===== config.mk =====
export PLATFORM = sky130hd
export DESIGN_NAME = rr_grant_arbiter
export DESIGN_NICKNAME = d
export VERILOG_FILES = /design/src/rtl/arb_pkg.sv /design/src/rtl/priority_encoder.sv /design/src/rtl/rr_grant_arbiter.sv
export SDC_FILE = /design/constraint.sdc
export NUM_CORES = 1
export LEC_CHECK = 0
export CORE_MARGIN = 3
export CORE_UTILIZATION = 56
export DETAILED_ROUTE_END_ITERATION = 10
export GPL_ROUTABILITY_DRIVEN = 0
export PLACE_DENSITY_LB_ADDON = 0.1
export REMOVE_ABC_BUFFERS = 1
export SLEW_MARGIN = 0
export SYNTH_ARGS = -nofsm -noshare
export SYNTH_HDL_FRONTEND = slang
export SYNTH_SLANG_ARGS = --single-unit

===== constraint.sdc =====
create_clock -name clk_i -period 3.7 [get_ports clk_i]
set_clock_uncertainty 0.1 [all_clocks]
set_input_delay 0.555 -clock clk_i [delete_from_list [all_inputs] [get_ports clk_i]]
set_output_delay 0.555 -clock clk_i [all_outputs]
set_load 0.03 [all_outputs]

===== src/rtl/arb_pkg.sv =====
// Shared types and bit-manipulation helpers for the round-robin grant arbiter.
// Helpers operate on a 32-bit container, so requester counts up to 32 are supported.
package arb_pkg;

  localparam int unsigned ARB_MAX_N = 32;
  localparam int unsigned ARB_IDX_W = 5;

  typedef enum logic {
    IDLE  = 1'b0,
    GRANT = 1'b1
  } arb_state_e;

  // Isolate the lowest set bit: vec & -vec.
  function automatic logic [ARB_MAX_N-1:0] lowest_one(input logic [ARB_MAX_N-1:0] vec);
    return vec & (-vec);
  endfunction

  function automatic logic [ARB_IDX_W-1:0] onehot_to_idx(input logic [ARB_MAX_N-1:0] vec);
    logic [ARB_IDX_W-1:0] idx;
    idx = '0;
    for (int i = 0; i < int'(ARB_MAX_N); i++) begin
      if (vec[i]) idx = ARB_IDX_W'(i);
    end
    return idx;
  endfunction

endpackage


===== src/rtl/priority_encoder.sv =====
// Combinational lowest-set-bit isolator with an any-bit-set flag.
module priority_encoder
  import arb_pkg::*;
#(
  parameter int unsigned DATA_W = 4
) (
  input  logic [DATA_W-1:0] data_i,
  output logic [DATA_W-1:0] data_right_o,
  output logic              data_val_o
);

  assign data_right_o = DATA_W'(lowest_one(ARB_MAX_N'(data_i)));
  assign data_val_o   = |data_i;

endmodule


===== src/rtl/rr_grant_arbiter.sv =====
// Round-robin arbiter: rotating-priority mask, grant held until done, withdrawal
// or hold-budget expiry, with one idle turnaround cycle between grants.
module rr_grant_arbiter
  import arb_pkg::*;
#(
  parameter  int unsigned REQ_N    = 4,
  parameter  int unsigned MAX_HOLD = 16,
  localparam int unsigned IDX_W    = (REQ_N > 1) ? $clog2(REQ_N) : 1
) (
  input  logic             clk_i,
  input  logic             srst_n_i,
  input  logic [REQ_N-1:0] req_i,
  input  logic             done_i,
  output logic [REQ_N-1:0] grant_o,
  output logic [IDX_W-1:0] grant_idx_o,
  output logic             grant_val_o,
  output logic             timeout_o
);

  localparam int unsigned CNT_W = (MAX_HOLD > 0) ? $clog2(MAX_HOLD + 1) : 1;

  arb_state_e           state_q, state_d;
  logic [REQ_N-1:0]     mask_q, mask_d;
  logic [REQ_N-1:0]     grant_q, grant_d;
  logic [IDX_W-1:0]     idx_q, idx_d;
  logic                 val_q, val_d;
  logic                 to_q, to_d;
  logic [CNT_W-1:0]     cnt_q, cnt_d;

  logic [REQ_N-1:0]     masked_req, masked_low, raw_low, pick;
  logic                 masked_any, raw_any;
  logic [ARB_IDX_W-1:0] pick_idx;
  logic                 rel_done, rel_drop, rel_hit;

  assign masked_req = req_i & mask_q;

  priority_encoder #(.DATA_W(REQ_N)) u_pe_masked (
    .data_i       (masked_req),
    .data_right_o (masked_low),
    .data_val_o   (masked_any)
  );

  priority_encoder #(.DATA_W(REQ_N)) u_pe_raw (
    .data_i       (req_i),
    .data_right_o (raw_low),
    .data_val_o   (raw_any)
  );

  // Fall back to the unmasked search when nobody above the last winner requests.
  assign pick     = masked_any ? masked_low : raw_low;
  assign pick_idx = onehot_to_idx(ARB_MAX_N'(pick));

  assign rel_done = done_i;
  assign rel_drop = ~|(req_i & grant_q);
  assign rel_hit  = (MAX_HOLD != 0) && (cnt_q == CNT_W'(MAX_HOLD));

  always_comb begin
    state_d = state_q;
    mask_d  = mask_q;
    grant_d = grant_q;
    idx_d   = idx_q;
    val_d   = val_q;
    to_d    = 1'b0;
    cnt_d   = cnt_q;
    case (state_q)
      IDLE: begin
        if (raw_any) begin
          state_d = GRANT;
          grant_d = pick;
          idx_d   = IDX_W'(pick_idx);
          val_d   = 1'b1;
          cnt_d   = CNT_W'(1);
          for (int unsigned k = 0; k < REQ_N; k++) begin
            mask_d[k] = (k > 32'(pick_idx));
          end
        end
      end
      GRANT: begin
        if (rel_done || rel_drop || rel_hit) begin
          state_d = IDLE;
          grant_d = '0;
          idx_d   = '0;
          val_d   = 1'b0;
          cnt_d   = '0;
          // Timeout is flagged only when the hold budget is the sole reason.
          to_d    = rel_hit && !rel_done && !rel_drop;
        end else if (cnt_q != '1) begin
          cnt_d = cnt_q + CNT_W'(1);
        end
      end
      default: state_d = IDLE;
    endcase
  end

  always_ff @(posedge clk_i) begin
    if (!srst_n_i) begin
      state_q <= IDLE;
      mask_q  <= '1;
      grant_q <= '0;
      idx_q   <= '0;
      val_q   <= 1'b0;
      to_q    <= 1'b0;
      cnt_q   <= '0;
    end else begin
      state_q <= state_d;
      mask_q  <= mask_d;
      grant_q <= grant_d;
      idx_q   <= idx_d;
      val_q   <= val_d;
      to_q    <= to_d;
      cnt_q   <= cnt_d;
    end
  end

  assign grant_o     = grant_q;
  assign grant_idx_o = idx_q;
  assign grant_val_o = val_q;
  assign timeout_o   = to_q;

endmodule


======== Word level (Yosys, flattened, before mapping) ========
Cells that the tools add are included.
storage, ports and cells
  flip-flop bits (word level) ............. 18
  input port bits ......................... 7
  word-level logic and storage cells ...... 56
operators by class
  add/sub/neg operators ................... 3
  $lt $le $gt $ge ......................... 3
  equal/unequal tests ..................... 5
  multiplexer cells ....................... 20
  bitwise logic cells ..................... 5
  reduce and logical (&&, ||, !) cells .... 13
operator list
  cell                                                                            number
  4-bit AND                                                                       4
  5-bit 2-to-1 mux                                                                3
  4-bit 2-to-1 mux                                                                3
  4-bit OR reduction                                                              3
  2-bit by 5-bit greater-than comparator with 1-bit output, first input constant  2
  5-bit case mux with 2 select lines                                              1
  2-bit 2-to-1 mux                                                                4
  4-bit negator                                                                   2
  4-bit case mux with 2 select lines                                              1
  2-bit AND reduction                                                             3
  5-bit by 1-bit adder with 5-bit output, second input constant                   1
  5-bit equality test, second input constant                                      1
  1-bit by 5-bit greater-than comparator with 1-bit output, first input constant  1
  1-bit 2-to-1 mux                                                                5
  5-bit != test, second input constant                                            1
  1-bit case mux with 2 select lines                                              2
  2-bit case mux with 2 select lines                                              1
  3-bit by 1-bit != test with 1-bit output, second input constant                 1
  3-bit AND reduction                                                             1
  1-bit logical AND                                                               2
  1-bit zero test                                                                 2
  1-bit logical OR                                                                2
  2-bit by 1-bit != test with 1-bit output, second input constant                 1
  2-bit != test, second input constant                                            1
  1-bit inverter                                                                  1

======== Depth between registers and ports, before layout ========
Gate-level depths: netlist (run 1).
  depth after elaboration ................. 9
  depth in mapped cells ................... 7

======== Cells and area by module ========
From an unflattened synthesis (run 1), not the netlist that was laid out.
unflattened totals
  cells, all modules ...................... 119
  area total of the unflattened synthesis .. 1027.2 sq um
modules (own cells, without submodules)
  module            times used  cells each  area an instance (sq um)  seq. area each (sq um)
  rr_grant_arbiter  1           109         952.2                     360.3
  priority_encoder  2           5           37.5                      0.0

======== Least setup slack after synthesis (run 1) ========
No wires, ideal clock.
  kind .................................... input to register
  start ................................... in req_i[2]
  end ..................................... reg cnt_q[0]
  setup time .............................. 0.119 ns
  arrival time ............................ 1.560 ns
  data required time ...................... 3.481 ns
  slack ................................... 1.921 ns
  cell stages on the path ................. 5
  path buffers ............................ 1
  path through ............................ buf_4 > nor4_4 > and2_4 > a41oi_2 > o221a_1
on the way
  word-level cells in the longest chain between the ends .. 7
  elaborated cells between the ends (all ways) .. 11
  classes of those cells .................. 2 x eq/ne; 2 x mux; 1 x bitwise; 6 x reduce/logical
ends and longest elaborated chain
  element                                                                       line                     text
  start: declaration                                                            rr_grant_arbiter.sv:12   input logic [REQ_N-1:0] req_i,
  4-bit AND                                                                     rr_grant_arbiter.sv:54   assign rel_drop = ~|(req_i & grant_q);
  4-bit OR reduction                                                            rr_grant_arbiter.sv:54
  1-bit zero test                                                               rr_grant_arbiter.sv:54
  1-bit logical OR (2 in series)                                                rr_grant_arbiter.sv:79   if (rel_done || rel_drop || rel_hit) begin
  5-bit 2-to-1 mux or 3-bit by 1-bit != test with 1-bit output (tied branches)  n/a
  5-bit case mux with 2 select lines or 2-bit AND reduction (tied branches)     n/a
  end signal: assignment                                                        rr_grant_arbiter.sv:111  cnt_q <= cnt_d;
  end: declaration                                                              rr_grant_arbiter.sv:28   logic [CNT_W-1:0] cnt_q, cnt_d;
Parallel ways exist; a longest one is shown, timed or not.
A chain may end at the register's enable or synchronous reset.

======== Worst setup path after layout (run 1) ========
  start ................................... in req_i[1]
  end ..................................... reg idx_q[0], in the netlist grant_idx_o[0]
on the way
  word-level cells in the longest chain between the ends .. 9
  elaborated cells between the ends (all ways) .. 21
  classes of those cells .................. 2 x add/sub; 2 x eq/ne; 6 x mux; 4 x bitwise; 7 x reduce/logical
ends and longest elaborated chain
  element                             line                     text
  4-bit AND                           rr_grant_arbiter.sv:35   assign masked_req = req_i & mask_q;
  4-bit negator                       arb_pkg.sv:15            return vec & (-vec);
  4-bit AND                           arb_pkg.sv:15
  4-bit 2-to-1 mux                    rr_grant_arbiter.sv:50   assign pick = masked_any ? masked_low : raw_low;
  1-bit 2-to-1 mux                    arb_pkg.sv:22            if (vec[i]) idx = ARB_IDX_W'(i);
  2-bit 2-to-1 mux (2 in series)      arb_pkg.sv:22
  2-bit 2-to-1 mux                    rr_grant_arbiter.sv:67   if (raw_any) begin
  2-bit case mux with 2 select lines  rr_grant_arbiter.sv:65   case (state_q)
  end signal: assignment              rr_grant_arbiter.sv:108  idx_q <= idx_d;
  end: declaration                    rr_grant_arbiter.sv:25   logic [IDX_W-1:0] idx_q, idx_d;
Parallel ways exist; a longest one is shown, timed or not. The select of a mux whose other input is x is not followed.

==> results of run 1 <==
## layer usage
layer,up-vias,track usage (%),wire length (µm),share of wire (%)
met1,429,31.5,1140,52
met5,-,0,0,0
met3,5,4.80,74,3.4
li1,458,-,-,-
met4,0,10.2,43,2.0
met2,16,30.7,947,43
## cells by family (layout without fill, tap and decap cells)
kind of cell	Yosys count	count (layout)	synth area share (%)
AND/OR/NAND/NOR	44	44	23.7
buffers and inverters	12	21	6.67
flip-flops	18	18	36.2
AO/OA/AOI/OAI	39	39	29.7
adder cells (fa/ha/maj)	3	3	3.77
## cells in the mapped netlist, types with 2 or more instances
cell	count
a21boi_0	2
a21oi_1	3
a221oi_1	2
a31oi_1	5
buf_6	2
clkbuf_1	3
dfxtp_1	18
ha_1	3
inv_1	4
nand2_1	17
nand3_1	2
nand4_1	6
nor2_1	7
nor3_1	2
o2111ai_1	2
o211a_1	2
o211ai_1	2
o21ai_0	8
o32ai_1	2
## critical path, cell delays in order
cell	delay [ps]
clkdlybuf4s50_1	700
a22oi_1	170
a21oi_2	480
a31oi_1	280
o211ai_1	260
## layout make-up
cell class / count / area share [%]
Tap cell: 24 / 2.64
Timing Repair Buffer: 14 / 12.3
Multi-Input combinational cell: 86 / 50.0
Sequential cell: 18 / 31.7
Clock buffer: 3 / 1.98
Inverter: 4 / 1.32
## where the power goes
part	leakage, nW	total, mW	switching (mW)	internal (mW)
Clock	0.0138	0.0955	0.0576	0.0379
Combinational	0.233	0.0782	0.0454	0.0328
Sequential	0.148	0.219	0.0140	0.205
Total	0.395	0.393	0.117	0.276
## sequential cells by signal, summed over array words and instances (netlist names)
name         cells
timeout_o        1
grant_o          4
mask_q           4
grant_idx_o      2
cnt_q            5
state_q          1
grant_val_o      1
## how the worst max path moves through the flow
stage / cells past startpoint / to / start
global placement: 5 / cnt_q[0] / req_i[1]
CTS: 5 / cnt_q[0] / req_i[1]
global route: 5 / grant_val_o / req_i[1]
detailed placement: 5 / cnt_q[0] / req_i[1]
floorplan: 4 / cnt_q[0] / grant_o[1]
finish: 5 / grant_idx_o[0] / req_i[1]
## stage by stage
step | power [mW] | worst slack (ps) | hold slack [ps]
finish | 0.393 | 1360 | 390
detailed placement | 0.300 | 1070 | 377
global placement | 0.298 | 1180 | 355
global route | 0.410 | 1220 | 409
CTS | 0.395 | 1390 | 392
floorplan | 0.264 | 2020 | 347
==> results.json, run 1 <==
{
  "slew_headroom_pct": 55.8,
  "avgSynthCellArea_um2": 8.58,
  "worstHoldEndpoint": "grant_val_o",
  "syn_inst": 116,
  "post-route-util_pct": 71.3,
  "slew_viol_final": 0,
  "routed_wirelength_um": 2200,
  "holdCritPathClass": "register to register",
  "netlist.area_leader.share_pct": 36.2,
  "dieArea_mm2": 0.00232,
  "hold_buffers": 0,
  "start_util_pct": 62.4,
  "ctsResizeCount": 0,
  "grt_pass1_vias": 782,
  "cp_max_fo": 12,
  "grt_max_degree": 21,
  "tritoncts": "yes",
  "antenna-diode-count": 0,
  "yosysTopAreaCell": "dfxtp_1",
  "fmax_ghz": 0.427,
  "drtIter0Drc": 30,
  "fillCellCount": 134,
  "die_h_um": 48.1,
  "ir_drop_mv": 0.278,
  "mostFrequentLayoutCells": "18 x dfxtp_1, 17 x nand2_1, 14 x clkdlybuf4s50_1, 8 x o21ai_0, 7 x nor2_1",
  "overflow": 0,
  "io_pins": 15,
  "multi_input_area_um2": 568,
  "placedCellCount": 146,
  "syn_to_final_growth_pct": 14.2,
  "synth_cell_type_count": 43,
  "grt_pass1_wl_um": 3510,
  "clk_path_buf_depth": 2,
  "syn_area_um2": 995,
  "status": "completed",
  "crit_type": "primary input to register",
  "worst_pin_slew_ps": 662,
  "p_per_area_mw_per_mm2": 345,
  "numCtsBuffers": 3,
  "antenna_left": 0,
  "cp-start-kind": "primary input",
  "first_pass_iters": 4,
  "via_per_inst": 6.09,
  "crit_path_end_kind": "register",
  "die_x_um": 48.1,
  "dp_hpwl_um": 1610,
  "cts_setup_buffers": 0,
  "final_common_cell": "dfxtp_1",
  "hold_viol": 0,
  "drc_errors": 0,
  "r2r-start": "state_q",
  "insertion_delay_ps": 300,
  "fin_area_mm2": 0.00114,
  "drive_above_1_share_pct": 8.00,
  "clkTransAtPathRegs_ps": 90,
  "setup_viol": 0,
  "finalCritPeriodShare_pct": 63.4,
  "async_flop_share_pct": 0,
  "timing.rr.end": "grant_o[0]",
  "cp.required_ps": 3810,
  "num_vias": 908,
  "ys_seq_area_share_pct": 36.2,
  "seq_area_um2": 360,
  "cp_data_arrival_time_ps": 2460,
  "root_buffer": "clkbuf_4",
  "worstHoldStart": "grant_val_o",
  "row_count": 14,
  "ys_warn_count": 0,
  "layoutNonFillerInstCount": 149,
  "drv_cap": 0,
  "dpl_cell_area_mm2": 0.00111,
  "finalNetCount": 137,
  "htreeDepth": 1,
  "antenna_found_initial": 0,
  "routedWlPerCell_um": 14.8,
  "cts.sink_count": 18,
  "grt_use_total_pct": 21.9,
  "grt_setup_unrepaired": "false",
  "core_area_mm2": 0.00159,
  "synth_flop_cell": "dfxtp_1",
  "regToRegSetupSlack_ps": 1810,
  "p_leak_nw": 0.395,
  "fin_crit_ps": 2340,
  "port-buffer-count": 14,
  "worst_r2r_path_depth": 4,
  "synth_edf_count": 0,
  "synth_seq_cells": 18,
  "yosys-top-cells-area": "dfxtp_1 36%, nand2_1 6.4%, o21ai_0 4.0%",
  "hold_depth": 2,
  "fin_tns_setup_ps": 0
}
(Power assumes the default switching activity.)
==> run 2, diff against run 1 <==
--- a/config.mk
+++ b/config.mk
@@ -5,8 +5,9 @@
 export SDC_FILE = /design/constraint.sdc
 export NUM_CORES = 1
 export LEC_CHECK = 0
+export CORE_ASPECT_RATIO = 0.7
 export CORE_MARGIN = 3
-export CORE_UTILIZATION = 56
+export CORE_UTILIZATION = 47
 export DETAILED_ROUTE_END_ITERATION = 10
 export GPL_ROUTABILITY_DRIVEN = 0
 export PLACE_DENSITY_LB_ADDON = 0.1
==> constraint.sdc (replaced) <==
create_clock -name clk_i -period 1.9 [get_ports clk_i]
set_clock_uncertainty 0.1 [all_clocks]
set_input_delay 0.285 -clock clk_i [delete_from_list [all_inputs] [get_ports clk_i]]
set_output_delay 0.285 -clock clk_i [all_outputs]
set_load 0.03 [all_outputs]
==> results.json, run 2 (same netlist as run 1, synthesis figures left out) <==
{
  "status": "completed",
  "start_util_pct": 51.4,
  "placedCellCount": 156,
  "dieArea_mm2": 0.00271,
  "clkTransAtPathRegs_ps": 100,
  "hold_buffers": 0,
  "fillCellCount": 162,
  "r2r-start": "cnt_q[0]",
  "worstPathCellList": "clkdlybuf4s50_1",
  "grt_pass1_wl_um": 3800,
  "routedWlPerCell_um": 14.1,
  "critPathMaxStageDelay_ps": 700,
  "ir_drop_mv": 0.526,
  "tritoncts": "yes",
  "p_leak_nw": 0.461,
  "crit_type": "register to output pin",
  "io_pins": 15,
  "cts_setup_buffers": 0,
  "layoutNonFillerInstCount": 160,
  "drive_above_1_share_pct": 16.7,
  "clk_path_buf_depth": 2,
  "multi_input_area_um2": 568,
  "die_x_um": 61.0,
  "worst_r2r_path_depth": 7,
  "worstHoldEndpoint": "grant_val_o",
  "regToRegSetupSlack_ps": 200,
  "mostFrequentLayoutCells": "18 x dfxtp_1, 17 x nand2_1, 14 x clkdlybuf4s50_1, 12 x buf_4, 8 x o21ai_0",
  "cp_num_buf_inv": 1,
  "grt_setup_unrepaired": "false",
  "timing.rr.end": "cnt_q[3]",
  "final_common_cell": "dfxtp_1",
  "worst_hold_slack_ps": 375,
  "first_pass_iters": 4,
  "path_delay_family": "buffers and inverters",
  "antenna_left": 0,
  "antenna_found_initial": 0,
  "met3_usage_pct": 5.25,
  "fmax_ghz": 0.559,
  "hold_depth": 2,
  "cp_slowest_cell": "clkdlybuf4s50_1",
  "dp_hpwl_um": 1720,
  "hold_viol": 0,
  "htreeDepth": 1,
  "port-buffer-count": 14,
  "cp.required_ps": 1510,
  "fin_total_pwr_uw": 829,
  "core_area_mm2": 0.00194,
  "dpl_cell_area_mm2": 0.00120,
  "worst_pin_slew_ps": 376,
  "p_per_area_mw_per_mm2": 670,
  "crit_start": "grant_o[3]",
  "num_vias": 924,
  "cp_data_arrival_time_ps": 1400,
  "grt_pass1_vias": 817,
  "routed_wirelength_um": 2260,
  "cts.sink_count": 18,
  "insertion_delay_ps": 290,
  "crit_path_end_kind": "output pin",
  "drc_errors": 0,
  "drtIter0Drc": 42,
  "regMostFlops": "cnt_q",
  "seq_area_um2": 360,
  "finalNetCount": 149,
  "largest_reg_flops": 5,
  "row_count": 13,
  "via_per_inst": 5.78,
  "root_buffer": "clkbuf_4",
  "holdCritPathClass": "register to register",
  "cp_max_fo": 4,
  "grt_use_total_pct": 18.7,
  "setup_viol": 0,
  "busiest_layer": "met1",
  "finalCritPeriodShare_pct": 94.1,
  "overflow": 0,
  "die_h_um": 44.5,
  "grt_max_degree": 16,
  "grt_util_met2_pct": 26.0,
  "grt_use_met1_pct": 29.0,
  "cp-start-kind": "register",
  "numCtsBuffers": 3,
  "slew_viol_final": 0,
  "worstHoldStart": "grant_val_o",
  "ctsResizeCount": 0,
  "drv_cap": 0,
  "fin_area_mm2": 0.00124,
  "antenna-diode-count": 0,
  "fin_crit_ps": 1790,
  "slew_headroom_pct": 75.0,
  "syn_to_final_growth_pct": 24.4
}
-- run 2: cell types whose count changed in the layout (fill, tap and decap cells not counted) --
cell / change
buf_4: +12
clkbuf_8: +1
-- run 2: area by class of cell --
| class | instances | share of cell area, % |
|---|---|---|
| flip-flops and latches | 18 | 29.1 |
| inverters | 4 | 1.21 |
| multi-input cells | 86 | 45.9 |
| repair buffers | 26 | 18.6 |
| well taps | 22 | 2.22 |
| clock buffers | 4 | 2.93 |
-- run 2: power breakdown --
| part | total (mW) | switching [mW] | internal [mW] |
|---|---|---|---|
| clock network | 0.232 | 0.115 | 0.117 |
| logic | 0.178 | 0.0982 | 0.0794 |
| registers | 0.420 | 0.0209 | 0.399 |
| total | 0.829 | 0.234 | 0.595 |
-- run 2: how the worst max path moves through the flow --
| stage | to | slack [ps] | cells past startpoint |
|---|---|---|---|
| after global placement | grant_o[0] | -70 | 6 |
| after floorplan | cnt_q[0] | 220 | 4 |
| after CTS | grant_o[3] | 100 | 1 |
| after detailed placement | cnt_q[2] | -90 | 6 |
| final | grant_o[3] | 110 | 1 |
| after global routing | grant_o[3] | 50 | 1 |
-- run 2: per-layer routing --
metal  wire, µm  vias up
met2        923       27
li1           -      483
met1       1210      412
met4         13        0
met3        121        2
met5          0        -
-- run 2: per-stage QoR --
step           util, %  setup slack, ps  TNS [ps]
2_1_floorplan        -              219         0
3_3_place_gp      62.1            -73.9      -157
3_5_place_dp      62.1            -92.4      -633
4_1_cts           63.9              104         0
5_1_grt           63.9             51.1         0
6_report          63.9              111         0
==> run 3, diff against run 2 <==
--- a/config.mk
+++ b/config.mk
@@ -6,8 +6,8 @@
 export NUM_CORES = 1
 export LEC_CHECK = 0
 export CORE_ASPECT_RATIO = 0.7
-export CORE_MARGIN = 3
-export CORE_UTILIZATION = 47
+export CORE_UTILIZATION = 49
+export CTS_BUF_LIST = sky130_fd_sc_hd__clkbuf_8
 export DETAILED_ROUTE_END_ITERATION = 10
 export GPL_ROUTABILITY_DRIVEN = 0
 export PLACE_DENSITY_LB_ADDON = 0.1
==> results.json, run 3 (same netlist as run 1, synthesis figures left out) <==
{
  "ir_drop_mv": 0.558,
  "cp_max_fo": 4,
  "first_pass_iters": 4,
  "start_util_pct": 52.7,
  "port-buffer-count": 14,
  "holdCritPathClass": "register to register",
  "antenna_left": 0,
  "antenna_found_initial": 0,
  "num_vias": 944,
  "cp_data_arrival_time_ps": 1390,
  "via_per_inst": 5.86,
  "regMostFlops": "cnt_q",
  "grt_pass1_vias": 838,
  "syn_to_final_growth_pct": 26.7,
  "drv_cap": 0,
  "seq_area_um2": 360,
  "cp_slowest_cell": "clkdlybuf4s50_1",
  "fin_tns_setup_ps": 0,
  "cts_setup_buffers": 0,
  "hold_viol": 0,
  "path_delay_family": "buffers and inverters",
  "setup_ws_ps": 123,
  "routedWlPerCell_um": 14.8,
  "clk_path_buf_depth": 2,
  "placedCellCount": 158,
  "mostFrequentLayoutCells": "18 x dfxtp_1, 17 x nand2_1, 14 x clkdlybuf4s50_1, 14 x buf_4, 8 x o21ai_0",
  "grt_max_degree": 15,
  "row_count": 13,
  "fin_total_pwr_uw": 863,
  "fillCellCount": 167,
  "multi_input_area_um2": 571,
  "dp_hpwl_um": 1810,
  "routed_wirelength_um": 2390,
  "drc_errors": 0,
  "dieArea_mm2": 0.00222,
  "io_pins": 15,
  "finalCritPeriodShare_pct": 93.5,
  "cts.sink_count": 18,
  "die_x_um": 55.9,
  "die_h_um": 39.7,
  "drtIter0Drc": 50,
  "post-route-util_pct": 66.8,
  "p_per_area_mw_per_mm2": 685,
  "grt_use_total_pct": 24.1,
  "insertion_delay_ps": 250,
  "core_area_mm2": 0.00189,
  "numCtsBuffers": 3,
  "setup_viol": 0,
  "crit_path_end_kind": "output pin",
  "largest_reg_flops": 5,
  "root_buffer": "clkbuf_8",
  "finalNetCount": 151,
  "fmax_ghz": 0.563,
  "critPathMaxStageDelay_ps": 710,
  "clkTransAtPathRegs_ps": 60,
  "worstPathCellList": "clkdlybuf4s50_1",
  "worst_pin_slew_ps": 325,
  "overflow": 0,
  "grt_pass1_wl_um": 3920,
  "crit_type": "register to output pin",
  "fin_crit_ps": 1780,
  "slew_viol_final": 0,
  "layoutNonFillerInstCount": 161,
  "cp_num_buf_inv": 1,
  "p_leak_nw": 0.468,
  "antenna-diode-count": 0,
  "cp.required_ps": 1510,
  "tritoncts": "yes",
  "status": "completed",
  "slew_headroom_pct": 78.2,
  "post-place-ws_ps": -96.4,
  "cp-start-kind": "register",
  "final_common_cell": "dfxtp_1",
  "drive_above_1_share_pct": 18.0,
  "htreeDepth": 1,
  "grt_setup_unrepaired": "false"
}
==> run 3: cell types whose count changed in the layout (fill, tap and decap cells not counted), sizes merged <==
cell	delta
buf	+2
clkbuf	-1
==> run 3: final timing paths <==
| kind | start | to | slack [ps] | cells past startpoint |
|---|---|---|---|---|
| setup / recovery | grant_o[3] | grant_o[3] | 120 | 1 |
| hold / removal | grant_val_o | grant_val_o | 370 | 2 |
| setup reg to reg | cnt_q[0] | cnt_q[3] | 210 | 7 |
| hold reg to reg | grant_val_o | grant_val_o | 370 | 2 |
==> run 3: area by class of cell <==
type / count / share of cell area [%]
Multi-Input combinational cell: 86 / 45.3
Sequential cell: 18 / 28.6
Clock buffer: 3 / 3.28
Inverter: 4 / 1.19
Tap cell: 22 / 2.18
Timing Repair Buffer: 28 / 19.5
==> run 3: per-layer routing <==
metal  track usage [%]  up-vias  routed length, µm
met1              32.6      433               1240
met3              7.26        4                128
met4              9.15        0                 28
met2              36.4       26                990
li1                  -      481                  -
met5                 0        -                  0
==> run 3: worst register-to-register path: cells and delay by family, from the launching register on <==
kind            cells  cell delay [ps]
fa+ha+maj           2              430
simple gates        4              610
compound gates      1              140
flops               1              340
==> run 3: through the flow <==
stage	cell area (µm²)	hold WS, ps
after floorplan	943	247
after global placement	1220	353
after detailed placement	1220	355
after CTS	1260	378
after global routing	1260	400
final	1260	367
==> run 3: where the power goes <==
part | internal (mW) | total [mW] | leakage [nW] | switching (mW)
clock | 0.141 | 0.262 | 0.0216 | 0.121
combinational | 0.0822 | 0.181 | 0.299 | 0.0989
sequential | 0.399 | 0.420 | 0.148 | 0.0212
total | 0.622 | 0.863 | 0.468 | 0.241
==> run 3: what timing repair did <==
action                                 CTS  global route
hold buffers                             0             0
gates resized for setup                  0             1
endpoints found under the hold margin    0             0
setup endpoints to repair                0             1
